## config.mk

```make
export PLATFORM = sky130hd
export DESIGN_NAME = rca_seq_add_ctrl
export DESIGN_NICKNAME = d
export VERILOG_FILES = /design/src/rtl/rca_seq_add_ctrl.sv
export SDC_FILE = /design/constraint.sdc
export NUM_CORES = 1
export LEC_CHECK = 0
export CORE_MARGIN = 3
export CORE_UTILIZATION = 42
export CTS_BUF_LIST = sky130_fd_sc_hd__clkbuf_8 sky130_fd_sc_hd__clkbuf_16
export DETAILED_ROUTE_END_ITERATION = 12
export HOLD_SLACK_MARGIN = 0.08
export PLACE_DENSITY = 0.69
export SLEW_MARGIN = 25
export SYNTH_ARGS = -nofsm -noshare
export SYNTH_HDL_FRONTEND = slang
export SYNTH_HIERARCHICAL = 1
export SYNTH_SLANG_ARGS = --single-unit
export TNS_END_PERCENT = 20
```

## constraint.sdc

```tcl
create_clock -name clk -period 6.2 [get_ports clk]
set_input_delay 1.24 -clock clk [delete_from_list [all_inputs] [get_ports clk]]
set_output_delay 1.24 -clock clk [all_outputs]
set_load 0.03 [all_outputs]
```

## src/rtl/rca_seq_add_ctrl.sv

```systemverilog
// Nibble-serial adder controller: one shared 4-bit ripple-carry adder, one nibble per clock, LSB first.
// Optional macro RCA_SUB_EN adds a 'sub' input for two's-complement subtraction.

module ripple_carry_adder (
    input  logic [3:0] A,
    input  logic [3:0] B,
    input  logic       Cin,
    output logic [3:0] S,
    output logic       Cout
);
    logic [4:0] c;

    assign c[0] = Cin;

    for (genvar i = 0; i < 4; i++) begin : g_fa
        assign S[i]     = A[i] ^ B[i] ^ c[i];
        assign c[i + 1] = (A[i] & B[i]) | (c[i] & (A[i] ^ B[i]));
    end

    assign Cout = c[4];
endmodule

module rca_seq_add_ctrl #(
    parameter int unsigned WIDTH = 16
) (
    input  logic             clk,
    input  logic             rst,
    input  logic             start,
    input  logic [WIDTH-1:0] op_a,
    input  logic [WIDTH-1:0] op_b,
    input  logic             cin,
`ifdef RCA_SUB_EN
    input  logic             sub,
`endif
    output logic             busy,
    output logic             done,
    output logic [WIDTH-1:0] sum,
    output logic             cout
);
    localparam int unsigned NIBBLES = WIDTH / 4;
    localparam int unsigned IDXW    = (NIBBLES > 1) ? $clog2(NIBBLES) : 1;

    if ((WIDTH % 4 != 0) || (WIDTH < 4)) begin : g_width_check
        $error("rca_seq_add_ctrl: WIDTH must be a multiple of 4 and at least 4");
    end

    typedef enum logic [1:0] {
        IDLE = 2'd0,
        RUN  = 2'd1,
        DONE = 2'd2
    } state_e;

    state_e            state_q, state_d;
    logic [IDXW-1:0]   idx_q,   idx_d;
    logic              carry_q, carry_d;
    logic [WIDTH-1:0]  a_q,     a_d;
    logic [WIDTH-1:0]  b_q,     b_d;
    logic [WIDTH-1:0]  sum_q,   sum_d;
    logic              cout_q,  cout_d;

    logic [3:0]        a_nib, b_nib, s_nib;
    logic              c_nib;
    logic              last_nib;

    assign a_nib    = a_q[4*idx_q +: 4];
    assign b_nib    = b_q[4*idx_q +: 4];
    assign last_nib = (idx_q == IDXW'(NIBBLES - 1));

    ripple_carry_adder u_rca (
        .A    (a_nib),
        .B    (b_nib),
        .Cin  (carry_q),
        .S    (s_nib),
        .Cout (c_nib)
    );

    always_ff @(posedge clk) begin
        if (rst) begin
            state_q <= IDLE;
            idx_q   <= '0;
            carry_q <= 1'b0;
            a_q     <= '0;
            b_q     <= '0;
            sum_q   <= '0;
            cout_q  <= 1'b0;
        end else begin
            state_q <= state_d;
            idx_q   <= idx_d;
            carry_q <= carry_d;
            a_q     <= a_d;
            b_q     <= b_d;
            sum_q   <= sum_d;
            cout_q  <= cout_d;
        end
    end

    always_comb begin
        state_d = state_q;
        unique case (state_q)
            IDLE:    if (start) state_d = RUN;
            RUN:     if (last_nib) state_d = DONE;
            DONE:    state_d = IDLE;
            default: state_d = IDLE;
        endcase
    end

    // Operand capture and per-nibble result write-back; sum keeps its upper nibbles until overwritten.
    always_comb begin
        a_d     = a_q;
        b_d     = b_q;
        carry_d = carry_q;
        idx_d   = idx_q;
        sum_d   = sum_q;
        cout_d  = cout_q;
        unique case (state_q)
            IDLE: begin
                if (start) begin
                    a_d   = op_a;
                    idx_d = '0;
`ifdef RCA_SUB_EN
                    b_d     = sub ? ~op_b : op_b;
                    carry_d = sub ? 1'b1 : cin;
`else
                    b_d     = op_b;
                    carry_d = cin;
`endif
                end
            end
            RUN: begin
                sum_d[4*idx_q +: 4] = s_nib;
                carry_d             = c_nib;
                if (last_nib) begin
                    idx_d  = '0;
                    cout_d = c_nib;
                end else begin
                    idx_d  = idx_q + 1'b1;
                end
            end
            default: ;
        endcase
    end

    always_comb begin
        busy = (state_q == RUN);
        done = (state_q == DONE);
        sum  = sum_q;
        cout = cout_q;
    end
endmodule

```

==> results of run 1 <==
-- routing by layer --
metal  global-route usage, %  part of all wire, %
met4                   3.654                 0.62
met3                   3.579                  4.8
met5                       0                    0
met2                   26.60                   49
met1                   18.23                   46
-- state kept, by name (all words and copies together), names as in the netlist --
| register | cells |
|---|---|
| a_q | 16 |
| state_q | 2 |
| cout | 1 |
| carry_q | 1 |
| sum | 16 |
| b_q | 16 |
| idx_q | 2 |
-- worst max-delay path, delay by kind of cell (launching register included) --
family,cells,cell delay [ns]
flip-flops,1,0.32
adder cells (fa/ha/maj),4,1.35
buffers and inverters,5,0.58
AND/OR/NAND/NOR,1,0.08
multiplexers,1,0.58
AO/OA/AOI/OAI,1,0.14
-- placed cells by master (no fill, tap or decap), types with 2 or more instances in the layout --
cell type        count
a21oi_1             43
and3b_1              2
clkbuf_8             6
clkdlybuf4s50_1     53
dfxtp_1             54
fa_1                 4
ha_1                 6
inv_1               20
mux4_2               8
nand2_1             74
nand2b_1             5
nand3_1              9
nand3b_1             3
nor2_1               5
nor4b_2              2
o32ai_1              8
-- cell type report --
class,count,area [sq um],share of cell area (%)
repair buffers,56,558.0,17.86
well taps,72,90.09,2.883
clock inverters,1,30.03,0.9612
clock buffers,6,82.58,2.643
multi-input cells,184,1204,38.53
inverters,21,78.83,2.523
flip-flops and latches,54,1081,34.60
-- power groups by stage --
stage	clock [mW]	combinational [mW]	sequential, mW
after detailed placement	0	0.113	0.381
after floorplan	0	0.0698	0.381
after global placement	0	0.110	0.381
after global routing	0.254	0.123	0.375
after CTS	0.243	0.113	0.373
final	0.238	0.111	0.373
-- how the worst max path moves through the flow --
stage,from,to,cells past startpoint
global placement,start,b_q[1]$_SDFFE_PP0P_,4
global route,idx_q[0]$_SDFFE_PP0P_,sum[11]$_SDFFE_PP0P_,12
finish,idx_q[0]$_SDFFE_PP0P_,sum[11]$_SDFFE_PP0P_,12
detailed placement,idx_q[0]$_SDFFE_PP0P_,sum[11]$_SDFFE_PP0P_,12
floorplan,idx_q[0]$_SDFFE_PP0P_,sum[11]$_SDFFE_PP0P_,12
CTS,idx_q[0]$_SDFFE_PP0P_,sum[11]$_SDFFE_PP0P_,12
-- logic make-up after synthesis --
group                      Yosys count  synth area share [%]
DFF                                 54                 44.35
AOI/OAI and AO/OA                   54                 12.63
buffers and inverters               38                 6.519
adders and majority gates           10                 6.366
and+or+nand+nor                    111                 22.33
muxes                                9                 7.803
==> flow_metrics.py, run 1 <==
metrics = {
    "power": {
        "finalPower_uw": 722.3,
        "ir_drop_v": 0.0001054,
        "switching_share_pct": 24.32,
        "power.switching_uw": 175.7,
        "clockPowerShare_pct": 33.0,
        "power_frac_comb_pct": 15.4,
        "p_int_uw": 546.6,
        "power-per-cell-area_nw_per_um2": 231.2,
        "p_leak_nw": 1.146,
        "power_frac_seq_pct": 51.6,
    },
    "final_layout": {
        "layout-drive-gt1-share_pct": 8.385,
        "nFillCells": 557,
        "finalNetCount": 368,
        "final_area_sq_um": 3124,
        "antenna_cells": 0,
        "final_util_pct": 56.05,
        "areaGrowthSynthToFinish_pct": 28.18,
        "fin_cells": 394,
    },
    "synth": {
        "netlist_top_cells_count": "nand2_1 (74), dfxtp_1 (54), a21oi_1 (43)",
        "synth.most_common_cell": "nand2_1",
        "synth_top_area_share_pct": 44.35,
        "syn_area_sq_um": 2437,
        "syn_inst": 276,
        "synth_seq_cells": 54,
        "synthArstFlopShare_pct": 0,
        "synthTopCellsByArea": "dfxtp_1 (44%), nand2_1 (11%), a21oi_1 (8.8%)",
        "synth-main-ff-cell": "dfxtp_1",
        "synth_area_leader_cell": "dfxtp_1",
        "avgSynthCellArea_sq_um": 8.831,
        "synth-seq-area-share_pct": 44.35,
        "ys_types": 32,
        "synth_nets": 322,
        "yosysWarningCount": 6,
        "synth_edf_count": 0,
    },
    "status": {
        "status": "complete, no violations",
    },
    "place": {
        "place_congestion": 0.7547,
        "dp_hpwl_um": 3556,
        "pre_cts_slack_ns": 3.051,
        "placement.cell_area_sq_um": 3012,
        "port_buffers": 54,
        "dp_cells": 387,
    },
    "sta": {
        "setup-violations-final": 0,
        "worst_slack_ns": 3.051,
        "period_needed_ns": 3.149,
        "hold_slack_ns": 0.4578,
        "rsz0062_at_grt": "no",
        "tightest_slew_ns": 0.9910,
        "fmax_mhz": 317.5,
        "skew_ns": 0.01041,
        "hold_viol_final": 0,
        "post-route-period-util_pct": 50.80,
        "slew_headroom_pct": 33.93,
        "setup_tns_ns": 0,
        "drv_slew": 0,
    },
    "setup_path": {
        "crit_path_cell_trace": "buf_4 > mux4_2 > fa_1 > inv_1 > fa_1 > inv_1 > fa_1 > inv_1 > fa_1 > inv_1 > nand3_1 > a21oi_1",
        "critical_path.slowest_cell": "mux4_2",
        "cp-end-kind": "register",
        "worstRegToRegCells": 12,
        "r2r_slack_ns": 3.05,
        "start_kind": "register",
        "rr_startpoint": "idx_q[0]$_SDFFE_PP0P_",
        "crit_type": "register to register",
        "r2r_end": "sum[11]$_SDFFE_PP0P_",
        "worstPathArrival_ns": 3.37,
        "max_stage_delay_ns": 0.58,
        "required_ns": 6.42,
        "crit_fanout": 18,
    },
    "detailed_routing": {
        "avgRoutedWirePerCell_um": 12.37,
        "ant_nets": 0,
        "vias": 1943,
        "drt-total-wl_um": 4875,
        "drc": 0,
        "dr.pass1.iters": 4,
        "via_per_inst": 4.931,
        "drt-initial-drc-count": 53,
    },
    "floorplanning": {
        "rows": 27,
        "die_w_um": 82.18,
        "core_area_sq_um": 5574,
        "die_area_sq_um": 6754,
        "dieHeight_um": 82.18,
        "io_pins": 55,
        "start_util_pct": 43.73,
    },
    "clock_network": {
        "cts_max_level": 2,
        "numCtsBuffers": 5,
        "cts_resized": 0,
        "cts_sinks": 54,
        "clock_latency_ns": 0.30,
        "clockRootBuffer": "clkbuf_8",
        "post-cts-setup-buffers": 0,
        "clock_path_buffers": 2,
        "cts_hold_buf": 0,
        "clk_pin_slew_ns": 0.09,
        "tritoncts": "yes",
    },
    "grt": {
        "grt_pass1_wl_um": 7990,
        "grt_max_degree": 59,
        "antenna_found_initial": 0,
        "grt_pass1_vias": 1860,
        "grt_overflow": 0,
        "grt_usage_pct": 15.02,
    },
    "run": {
        "maxCapViolCount": 0,
    },
    "hold_path": {
        "holdCritStartpoint": "a_q[2]$_SDFFE_PP0P_",
        "whs_path_depth": 2,
        "holdPathEnd": "a_q[2]$_SDFFE_PP0P_",
        "hold_path.class": "register to register",
    },
}
No activity file was read; power rests on OpenSTA's default activity.
==> run 2: changes to the inputs <==
==> constraint.sdc (replaced) <==
create_clock -name clk -period 3 [get_ports clk]
set_input_delay 0.6 -clock clk [delete_from_list [all_inputs] [get_ports clk]]
set_output_delay 0.6 -clock clk [all_outputs]
set_load 0.03 [all_outputs]
==> run 2 against run 1 <==
Against the previous run:
- via count rose by 3.0%
- global-route usage rose by 1.2 points
- register-to-register slack worse by 2.9 ns
- worst hold slack got worse by 0.0016 ns
- first-iteration DRC count rose by 49%
- final area increased by 1.1%
- clock power increased by 100%
- total power is 110% higher
- combinational power is 120% higher
- critical path depth down 1
- critical path type unchanged
==> flow_metrics.py, run 2 (synthesis gave the netlist of run 1 again) <==
metrics = {
    "grt": {
        "grt_max_degree": 36,
        "grt_pass1_vias": 1831,
        "grt_usage_pct": 16.23,
        "grt_overflow": 0,
        "antenna_found_initial": 0,
        "grt_pass1_wl_um": 8480,
    },
    "detailed_routing": {
        "wl_met3_um": 261,
        "via_per_inst": 5.005,
        "avgRoutedWirePerCell_um": 13.04,
        "wirelength_met1_um": 2267,
        "drt-total-wl_um": 5217,
        "dr.pass1.iters": 4,
        "ant_nets": 0,
        "dr_wl_met2_um": 2642,
        "vias": 2002,
        "top_layer": "met4",
        "drc": 0,
        "drt-initial-drc-count": 79,
    },
    "final_layout": {
        "nFillCells": 540,
        "areaGrowthSynthToFinish_pct": 29.57,
        "multi_input_area_sq_um": 1206,
        "seq_area_sq_um": 1085,
        "finalNetCount": 373,
        "antenna_cells": 0,
        "layout-drive-gt1-share_pct": 10.67,
        "final_common_cell": "nand2_1",
        "mostFrequentLayoutCells": "nand2_1 (74), dfxtp_1 (53), clkdlybuf4s50_1 (53)",
    },
    "place": {
        "place_congestion": 0.7692,
        "dp_hpwl_um": 3824,
        "port_buffers": 54,
    },
    "sta": {
        "post-route-period-util_pct": 94.62,
        "fmax_mhz": 352.3,
        "setup-violations-final": 0,
        "hold_slack_ns": 0.4561,
        "period_needed_ns": 2.839,
        "drv_slew": 0,
        "hold_viol_final": 0,
        "slew_headroom_pct": 58.81,
        "setup_tns_ns": 0,
        "skew_ns": 0.006312,
        "rsz0062_at_grt": "no",
        "tightest_slew_ns": 0.6179,
    },
    "clock_network": {
        "cts_sinks": 54,
        "clockRootBuffer": "clkbuf_8",
        "post-cts-setup-buffers": 0,
        "cts_max_level": 2,
        "tritoncts": "yes",
        "cts_resized": 0,
        "cts_hold_buf": 0,
        "numCtsBuffers": 5,
        "clock_latency_ns": 0.30,
        "clock_path_buffers": 2,
        "clk_pin_slew_ns": 0.09,
    },
    "setup_path": {
        "crit_fanout": 4,
        "crit_type": "register to register",
        "worstPathArrival_ns": 3.07,
        "cp-end-kind": "register",
        "required_ns": 3.23,
        "start_kind": "register",
    },
    "floorplanning": {
        "die_area_sq_um": 6754,
        "io_pins": 55,
        "die_w_um": 82.18,
        "dieHeight_um": 82.18,
        "core_area_sq_um": 5574,
        "start_util_pct": 43.73,
        "rows": 27,
    },
    "status": {
        "status": "complete, no violations",
    },
    "power": {
        "p_leak_nw": 1.165,
        "finalPower_mw": 1.488,
        "ir_drop_v": 0.0002353,
        "power-per-cell-area_nw_per_um2": 471.2,
    },
    "hold_path": {
        "hold_path.class": "register to register",
    },
    "run": {
        "maxCapViolCount": 0,
    },
}
## run 2: per-layer routing
layer / vias to the layer above / global-route usage, %
met2: 53 / 27.96
met5: - / 0
met3: 4 / 3.796
met1: 921 / 20.44
li1: 1024 / -
met4: 0 / 3.987
## run 2: worst max-delay path: stages, from the launching register on
cell and delay, ns:
dfxtp_4 0.38, mux4_2 0.52, fa_2 0.41, inv_2 0.06, fa_1 0.15, inv_1 0.05, fa_1 0.35, inv_1 0.08
fa_1 0.44, inv_2 0.09, nand3_1 0.08, a21oi_1 0.16
## run 2: metrics by stage
stage	worst slack, ns	util (%)	std cells	area (sq um)
floorplan	0.05135	-	276	2439
global placement	0.2266	54.59	392	3043
detailed placement	0.1732	54.59	392	3043
CTS	0.1239	56.57	400	3153
global route	0.004264	56.66	400	3158
finish	0.1614	56.66	400	3158
## run 2: layout make-up
type | count | share of cell area (%)
Multi-Input combinational cell | 184 | 38.19
Sequential cell | 54 | 34.35
Timing Repair Buffer | 61 | 18.62
Tap cell | 72 | 2.853
Inverter | 21 | 2.496
Clock buffer | 5 | 2.179
Clock inverter | 3 | 1.307
## run 2: worst paths after layout
path / start / to / slack, ns / cells past startpoint
worst max register to register: idx_q[0]$_SDFFE_PP0P_ / sum[11]$_SDFFE_PP0P_ / 0.16 / 11
worst min register to register: b_q[12]$_SDFFE_PP0P_ / b_q[12]$_SDFFE_PP0P_ / 0.46 / 2
worst min-delay path: b_q[12]$_SDFFE_PP0P_ / b_q[12]$_SDFFE_PP0P_ / 0.46 / 2
worst max-delay path: idx_q[0]$_SDFFE_PP0P_ / sum[11]$_SDFFE_PP0P_ / 0.16 / 11
## run 2: where the power goes
| part | switching [mW] | internal [mW] | leakage (nW) |
|---|---|---|---|
| logic | 0.121 | 0.118 | 0.668 |
| registers | 0.0216 | 0.749 | 0.442 |
| clock network | 0.232 | 0.246 | 0.0556 |
| total | 0.375 | 1.11 | 1.17 |
